[config.mk]
export PLATFORM = sky130hd
export DESIGN_NAME = uart_arm_cmd
export DESIGN_NICKNAME = d
export VERILOG_FILES = /design/src/rtl/uart_arm_cmd.sv
export SDC_FILE = /design/constraint.sdc
export NUM_CORES = 1
export LEC_CHECK = 0
export BUFFER_PORTS_ARGS = -buffer_cell sky130_fd_sc_hd__buf_4
export CORE_MARGIN = 8
export CORE_UTILIZATION = 60
export DETAILED_ROUTE_END_ITERATION = 12
export PLACE_DENSITY = 0.88
export SLEW_MARGIN = 20
export SYNTH_ARGS = -nofsm -noshare
export SYNTH_HDL_FRONTEND = slang
export SYNTH_SLANG_ARGS = --single-unit
export TNS_END_PERCENT = 100
[constraint.sdc]
create_clock -name sys_clk -period 6.05 [get_ports sys_clk]
set_input_delay 0.605 -clock sys_clk [delete_from_list [all_inputs] [get_ports sys_clk]]
set_output_delay 0.605 -clock sys_clk [all_outputs]
set_load 0.03 [all_outputs]
[src/rtl/uart_arm_cmd.sv]
// UART (8N1) command receiver for the three-servo arm: decodes single ASCII
// characters into retriggerable hold-to-move levels key1..key6 and sg90_en.
module uart_arm_cmd #(
  parameter int   CLKS_PER_BIT = 5208,
  parameter int   HOLD_CYCLES  = 5_000_000,
  parameter logic EN_RESET     = 1'b1
) (
  input  logic       sys_clk,
  input  logic       sys_rst_n,
  input  logic       uart_rx,
  output logic       key1,
  output logic       key2,
  output logic       key3,
  output logic       key4,
  output logic       key5,
  output logic       key6,
  output logic       sg90_en,
  output logic       rx_valid,
  output logic [7:0] rx_data,
  output logic       frame_err
);

  localparam int             CW        = $clog2(CLKS_PER_BIT);
  localparam logic [CW-1:0]  HALF_LAST = CW'(CLKS_PER_BIT / 2 - 1);
  localparam logic [CW-1:0]  BIT_LAST  = CW'(CLKS_PER_BIT - 1);
  localparam logic [23:0]    HOLD_LOAD = 24'(HOLD_CYCLES);

  if (CLKS_PER_BIT < 4) begin : g_bad_cpb
    $error("uart_arm_cmd: CLKS_PER_BIT must be at least 4");
  end
  if (HOLD_CYCLES < 1 || HOLD_CYCLES > 24'hFF_FFFF) begin : g_bad_hold
    $error("uart_arm_cmd: HOLD_CYCLES must be in 1 .. 2^24-1");
  end

  typedef enum logic [1:0] {
    S_IDLE,
    S_START,
    S_DATA,
    S_STOP
  } rx_state_t;

  rx_state_t     state, state_next;
  logic          rx_meta, rx_sync, rx_prev;
  logic          fall_edge;
  logic [CW-1:0] bit_cnt;
  logic [2:0]    bit_idx;
  logic [7:0]    shift_reg;
  logic          tick, shift_en, stop_ok, stop_bad;

  logic [5:0]    keys, keys_next;
  logic [23:0]   hold_cnt, hold_next;
  logic          en_next;

  // ---------------------------------------------------------------------------
  // Synchronizer and falling-edge detect
  // ---------------------------------------------------------------------------
  // NOTE: sequential state uses non-blocking assignments so every flop samples
  // pre-edge values; the chain resets low so a line held low across reset
  // release never looks like a start edge.
  always_ff @(posedge sys_clk or negedge sys_rst_n) begin
    if (!sys_rst_n) begin
      rx_meta <= 1'b0;
      rx_sync <= 1'b0;
      rx_prev <= 1'b0;
    end else begin
      rx_meta <= uart_rx;
      rx_sync <= rx_meta;
      rx_prev <= rx_sync;
    end
  end

  assign fall_edge = rx_prev & ~rx_sync;

  // ---------------------------------------------------------------------------
  // Receiver FSM: state register / next state / outputs
  // ---------------------------------------------------------------------------
  always_ff @(posedge sys_clk or negedge sys_rst_n) begin
    if (!sys_rst_n) state <= S_IDLE;
    else            state <= state_next;
  end

  // NOTE: every signal assigned in a combinational block gets a default first,
  // so no path through the case statement can infer a latch.
  always_comb begin
    state_next = state;
    unique case (state)
      S_IDLE:  if (fall_edge) state_next = S_START;
      S_START: if (bit_cnt == HALF_LAST) state_next = rx_sync ? S_IDLE : S_DATA;
      S_DATA:  if (bit_cnt == BIT_LAST && bit_idx == 3'd7) state_next = S_STOP;
      S_STOP:  if (bit_cnt == BIT_LAST) state_next = S_IDLE;
      default: state_next = S_IDLE;
    endcase
  end

  always_comb begin
    tick     = 1'b0;
    shift_en = 1'b0;
    stop_ok  = 1'b0;
    stop_bad = 1'b0;
    unique case (state)
      S_START: tick = (bit_cnt == HALF_LAST);
      S_DATA: begin
        tick     = (bit_cnt == BIT_LAST);
        shift_en = tick;
      end
      S_STOP: begin
        tick     = (bit_cnt == BIT_LAST);
        stop_ok  = tick & rx_sync;
        stop_bad = tick & ~rx_sync;
      end
      default: ;
    endcase
  end

  // ---------------------------------------------------------------------------
  // Receiver datapath
  // ---------------------------------------------------------------------------
  // The bit counter restarts at every sample point so each stage measures its
  // own interval from the previous sample.
  always_ff @(posedge sys_clk or negedge sys_rst_n) begin
    if (!sys_rst_n) begin
      bit_cnt   <= '0;
      bit_idx   <= 3'd0;
      shift_reg <= 8'h00;
    end else begin
      if (state == S_IDLE || tick) bit_cnt <= '0;
      else                         bit_cnt <= bit_cnt + 1'b1;

      if (state != S_DATA) bit_idx <= 3'd0;
      else if (shift_en)   bit_idx <= bit_idx + 3'd1;

      if (shift_en) shift_reg <= {rx_sync, shift_reg[7:1]};
    end
  end

  always_ff @(posedge sys_clk or negedge sys_rst_n) begin
    if (!sys_rst_n) begin
      rx_valid  <= 1'b0;
      frame_err <= 1'b0;
      rx_data   <= 8'h00;
    end else begin
      rx_valid  <= stop_ok;
      frame_err <= stop_bad;
      if (stop_ok) rx_data <= shift_reg;
    end
  end

  // ---------------------------------------------------------------------------
  // Command decode and hold timer
  // ---------------------------------------------------------------------------
  // Expiry is evaluated first so that a byte decoded in the same cycle
  // overrides it; bytes without an effect leave the running hold untouched.
  always_comb begin
    keys_next = keys;
    hold_next = hold_cnt;
    en_next   = sg90_en;

    if (hold_cnt != 24'd0) begin
      hold_next = hold_cnt - 24'd1;
      if (hold_cnt == 24'd1) keys_next = 6'b000000;
    end

    if (rx_valid) begin
      unique case (rx_data)
        8'h31, 8'h32, 8'h33, 8'h34, 8'h35, 8'h36: begin
          if (sg90_en) begin
            keys_next = 6'b000001 << (rx_data[2:0] - 3'd1);
            hold_next = HOLD_LOAD;
          end
        end
        8'h53: begin
          keys_next = 6'b000000;
          hold_next = 24'd0;
        end
        8'h45: en_next = 1'b1;
        8'h58: begin
          en_next   = 1'b0;
          keys_next = 6'b000000;
          hold_next = 24'd0;
        end
        default: ;
      endcase
    end
  end

  always_ff @(posedge sys_clk or negedge sys_rst_n) begin
    if (!sys_rst_n) begin
      keys     <= 6'b000000;
      hold_cnt <= 24'd0;
      sg90_en  <= EN_RESET;
    end else begin
      keys     <= keys_next;
      hold_cnt <= hold_next;
      sg90_en  <= en_next;
    end
  end

  assign key1 = keys[0];
  assign key2 = keys[1];
  assign key3 = keys[2];
  assign key4 = keys[3];
  assign key5 = keys[4];
  assign key6 = keys[5];

endmodule

==> flow_summary.toml <==
[hold_path]
min_path_type = "in2async"

[grt]
grt_pass1_vias = 2665
grt_max_degree = 71
top_usage_layer = "met2"
grt_overflow = 0
grtUsageTotal_pct = 18.7
grt_use_met2_pct = 29.9
grtUsageMet1_pct = 22.6
antenna_found_initial = 0
grt_first_pass_wirelength_um = 12800
use_met3_pct = 5.99

[final_layout]
fin_cells = 443
area_growth_syn_to_layout_pct = 12.1
drive_gt1_share_pct = 19.6
multi_input_area_mm2 = 0.00166
largest_reg_flops = 24
finalInstanceArea_mm2 = 0.00393
regArea_mm2 = 0.00175
fillers = 432
nNetsFinal = 373
top_regs = "hold_cnt (24), bit_cnt (13)"
regMostFlops = "hold_cnt"
n_antenna_cell = 0
fin_util_pct = 68.0

[setup_path]
path_max_fanout = 18
required_ns = 6.25
cp.arrival_ns = 3.06
critPathKind = "reg2reg"
startpoint = "rx_data[1]"
reg2regPathDepth = 5
critPathCaptureType = "flop"
rrSetupSlack_ns = 3.19
r2r_end = "keys[4]"
crit_end = "keys[4]"
crit_path_start_kind = "flop"
timing.rr.start = "rx_data[1]"

[sta]
setup_viol = 0
hold_viol_final = 0
worstMarginPinSlew_ns = 0.840
fin_setup_tns_ns = 0
skew_ns = 0.0124
max_freq_mhz = 350
min_period_ns = 2.86
fin_crit_sh_pct = 47.3
timing.hold.ws_ns = 0.358
drv_slew = 0
max-slew-margin-rel_pct = 44.0
rsz0062_at_grt = "no"

[synthesis]
yosys.area.top_type = "dfrtp_1"
synthArstFlopShare_pct = 100
syn_avg_cell_area_um2 = 10.2
ys_seq_elements = 70
syn_nets = 354
yosysSeqAreaShare_pct = 50.0
yosysTopAreaCellShare_pct = 49.3
synth_area_leaders = "dfrtp_1, mux2_2, nor2_1"
ys_warn_count = 0
netlist_area_mm2 = 0.00350
synth-edff-count = 0
synth_top_flop_cell = "dfrtp_1"
synth_commonest_cells = "dfrtp_1, nor2_1, nand2_1, a21oi_1, mux2_2"
syn_inst = 344
synth.most_common_cell = "dfrtp_1"
synth_cell_types = 56

[floorplan]
die_w_um = 92.4
num_rows = 28
core_area_mm2 = 0.00578
start_util_pct = 60.6
pin_count = 20
die_h_um = 92.4
dieArea_mm2 = 0.00854

[pwr]
irDropWorstVdd_uv = 283
leakagePower_nw = 1.81
power.internal_uw = 745
p_seq_share_pct = 51.2
power_frac_comb_pct = 5.7
clkPwrFrac_pct = 43.2
power_switching_uw = 251
swShare_pct = 25.2
power.density_mw_per_mm2 = 253

[placed_design]
port_buffers = 19
placedCellCount = 427
dp_hpwl_um = 4900
dpl_cell_area_mm2 = 0.00369
gp_routability_congestion = 0.869

[clock_network]
clkSinkCount = 70
cts-resized-gates = 0
cts_buffers = 9
clkLatencyLatePin_ns = 0.35
max-clock-path-buffers = 2
postCtsHoldBufs = 0
cts_setup_buffers = 0
cts_tree = "built"
h-tree-depth = 3
clkTransAtPathRegs_ns = 0.08
cts_root_buf = "clkbuf_8"

[detailed_routing]
drc = 0
routed_wirelength_um = 7500
wl_per_cell_um = 16.9
drt_pass1_iterations = 5
ant_nets = 0
drt_iter0_drc = 119
vias = 2741
routed_via_density = 6.19

[run_status]
status = "finished, final reports clean"

[run]
maxCapViolations = 0
## area by class of cell
class / instances / area share [%]
clock inverters: 7 / 2.61
flip-flops and latches: 70 / 44.6
well taps: 75 / 2.39
multi-input cells: 251 / 42.4
repair buffers: 20 / 3.82
inverters: 11 / 1.05
clock buffers: 9 / 3.15
## power groups by stage
stage	Clock, mW	Combinational [mW]	Sequential [mW]
4_1_cts	0.437	0.0578	0.509
3_3_place_gp	0	0.0520	0.515
6_report	0.430	0.0566	0.509
2_1_floorplan	0	0.0373	0.512
5_1_grt	0.457	0.0651	0.512
3_5_place_dp	0	0.0560	0.517
## metal layers
metal	vias to the layer above	routed length, µm
met5	-	0
met4	0	133
met3	13	369
met2	85	3820
met1	1348	3180
li1	1295	-
## per-stage QoR
| step | worst slack [ns] | power [mW] |
|---|---|---|
| global route | 3.01 | 1.03 |
| detailed placement | 3.17 | 0.573 |
| finish | 3.19 | 0.996 |
| CTS | 3.11 | 1.00 |
| floorplan | 3.62 | 0.549 |
| global placement | 3.29 | 0.567 |
## cell usage in the layout, fill, tap and decap left out, types with 4 or more instances in the layout
cell,netlist,final
dfrtp_1,69,69
nor2_1,38,38
nand2_1,23,23
buf_4,1,20
a21oi_1,18,18
mux2_2,16,16
xnor2_1,13,13
o21ai_0,12,12
nand3_1,11,11
inv_1,11,11
nor3_1,10,10
xor2_1,10,10
nand4_1,9,9
clkbuf_8,0,9
nor4_1,8,7
or3_1,7,7
ha_1,7,7
a31oi_1,6,6
and3_1,5,5
or3b_2,4,4
nor4b_1,4,4
o31ai_1,5,4
## logic make-up after synthesis
family / after synthesis / share of synthesized area (%)
AOI/OAI and AO/OA: 60 / 11.0
muxes: 17 / 5.43
and+or+nand+nor: 144 / 22.4
xor gates and xnor gates: 23 / 5.75
DFF: 70 / 50.0
buffers and inverters: 23 / 2.89
adders and majority gates: 7 / 2.50
## worst max-delay path, stage by stage (launching register included)
cell and delay (ns):
dfrtp_1 0.51, or3b_2 0.52, a2111oi_0 0.72, a21oi_1 0.12, nor2_2 0.61, o21ai_0 0.22
## how the worst min path moves through the flow
stage | slack (ns) | to | start
2_1_floorplan | 0.31 | async pin | sys_rst_n
3_3_place_gp | 0.33 | rx_sync | rx_meta
3_5_place_dp | 0.35 | rx_sync | rx_meta
4_1_cts | 0.35 | rx_meta | uart_rx
5_1_grt | 0.33 | rx_meta | uart_rx
6_report | 0.36 | hold_cnt[17] | sys_rst_n
(Power assumes the default switching activity.)
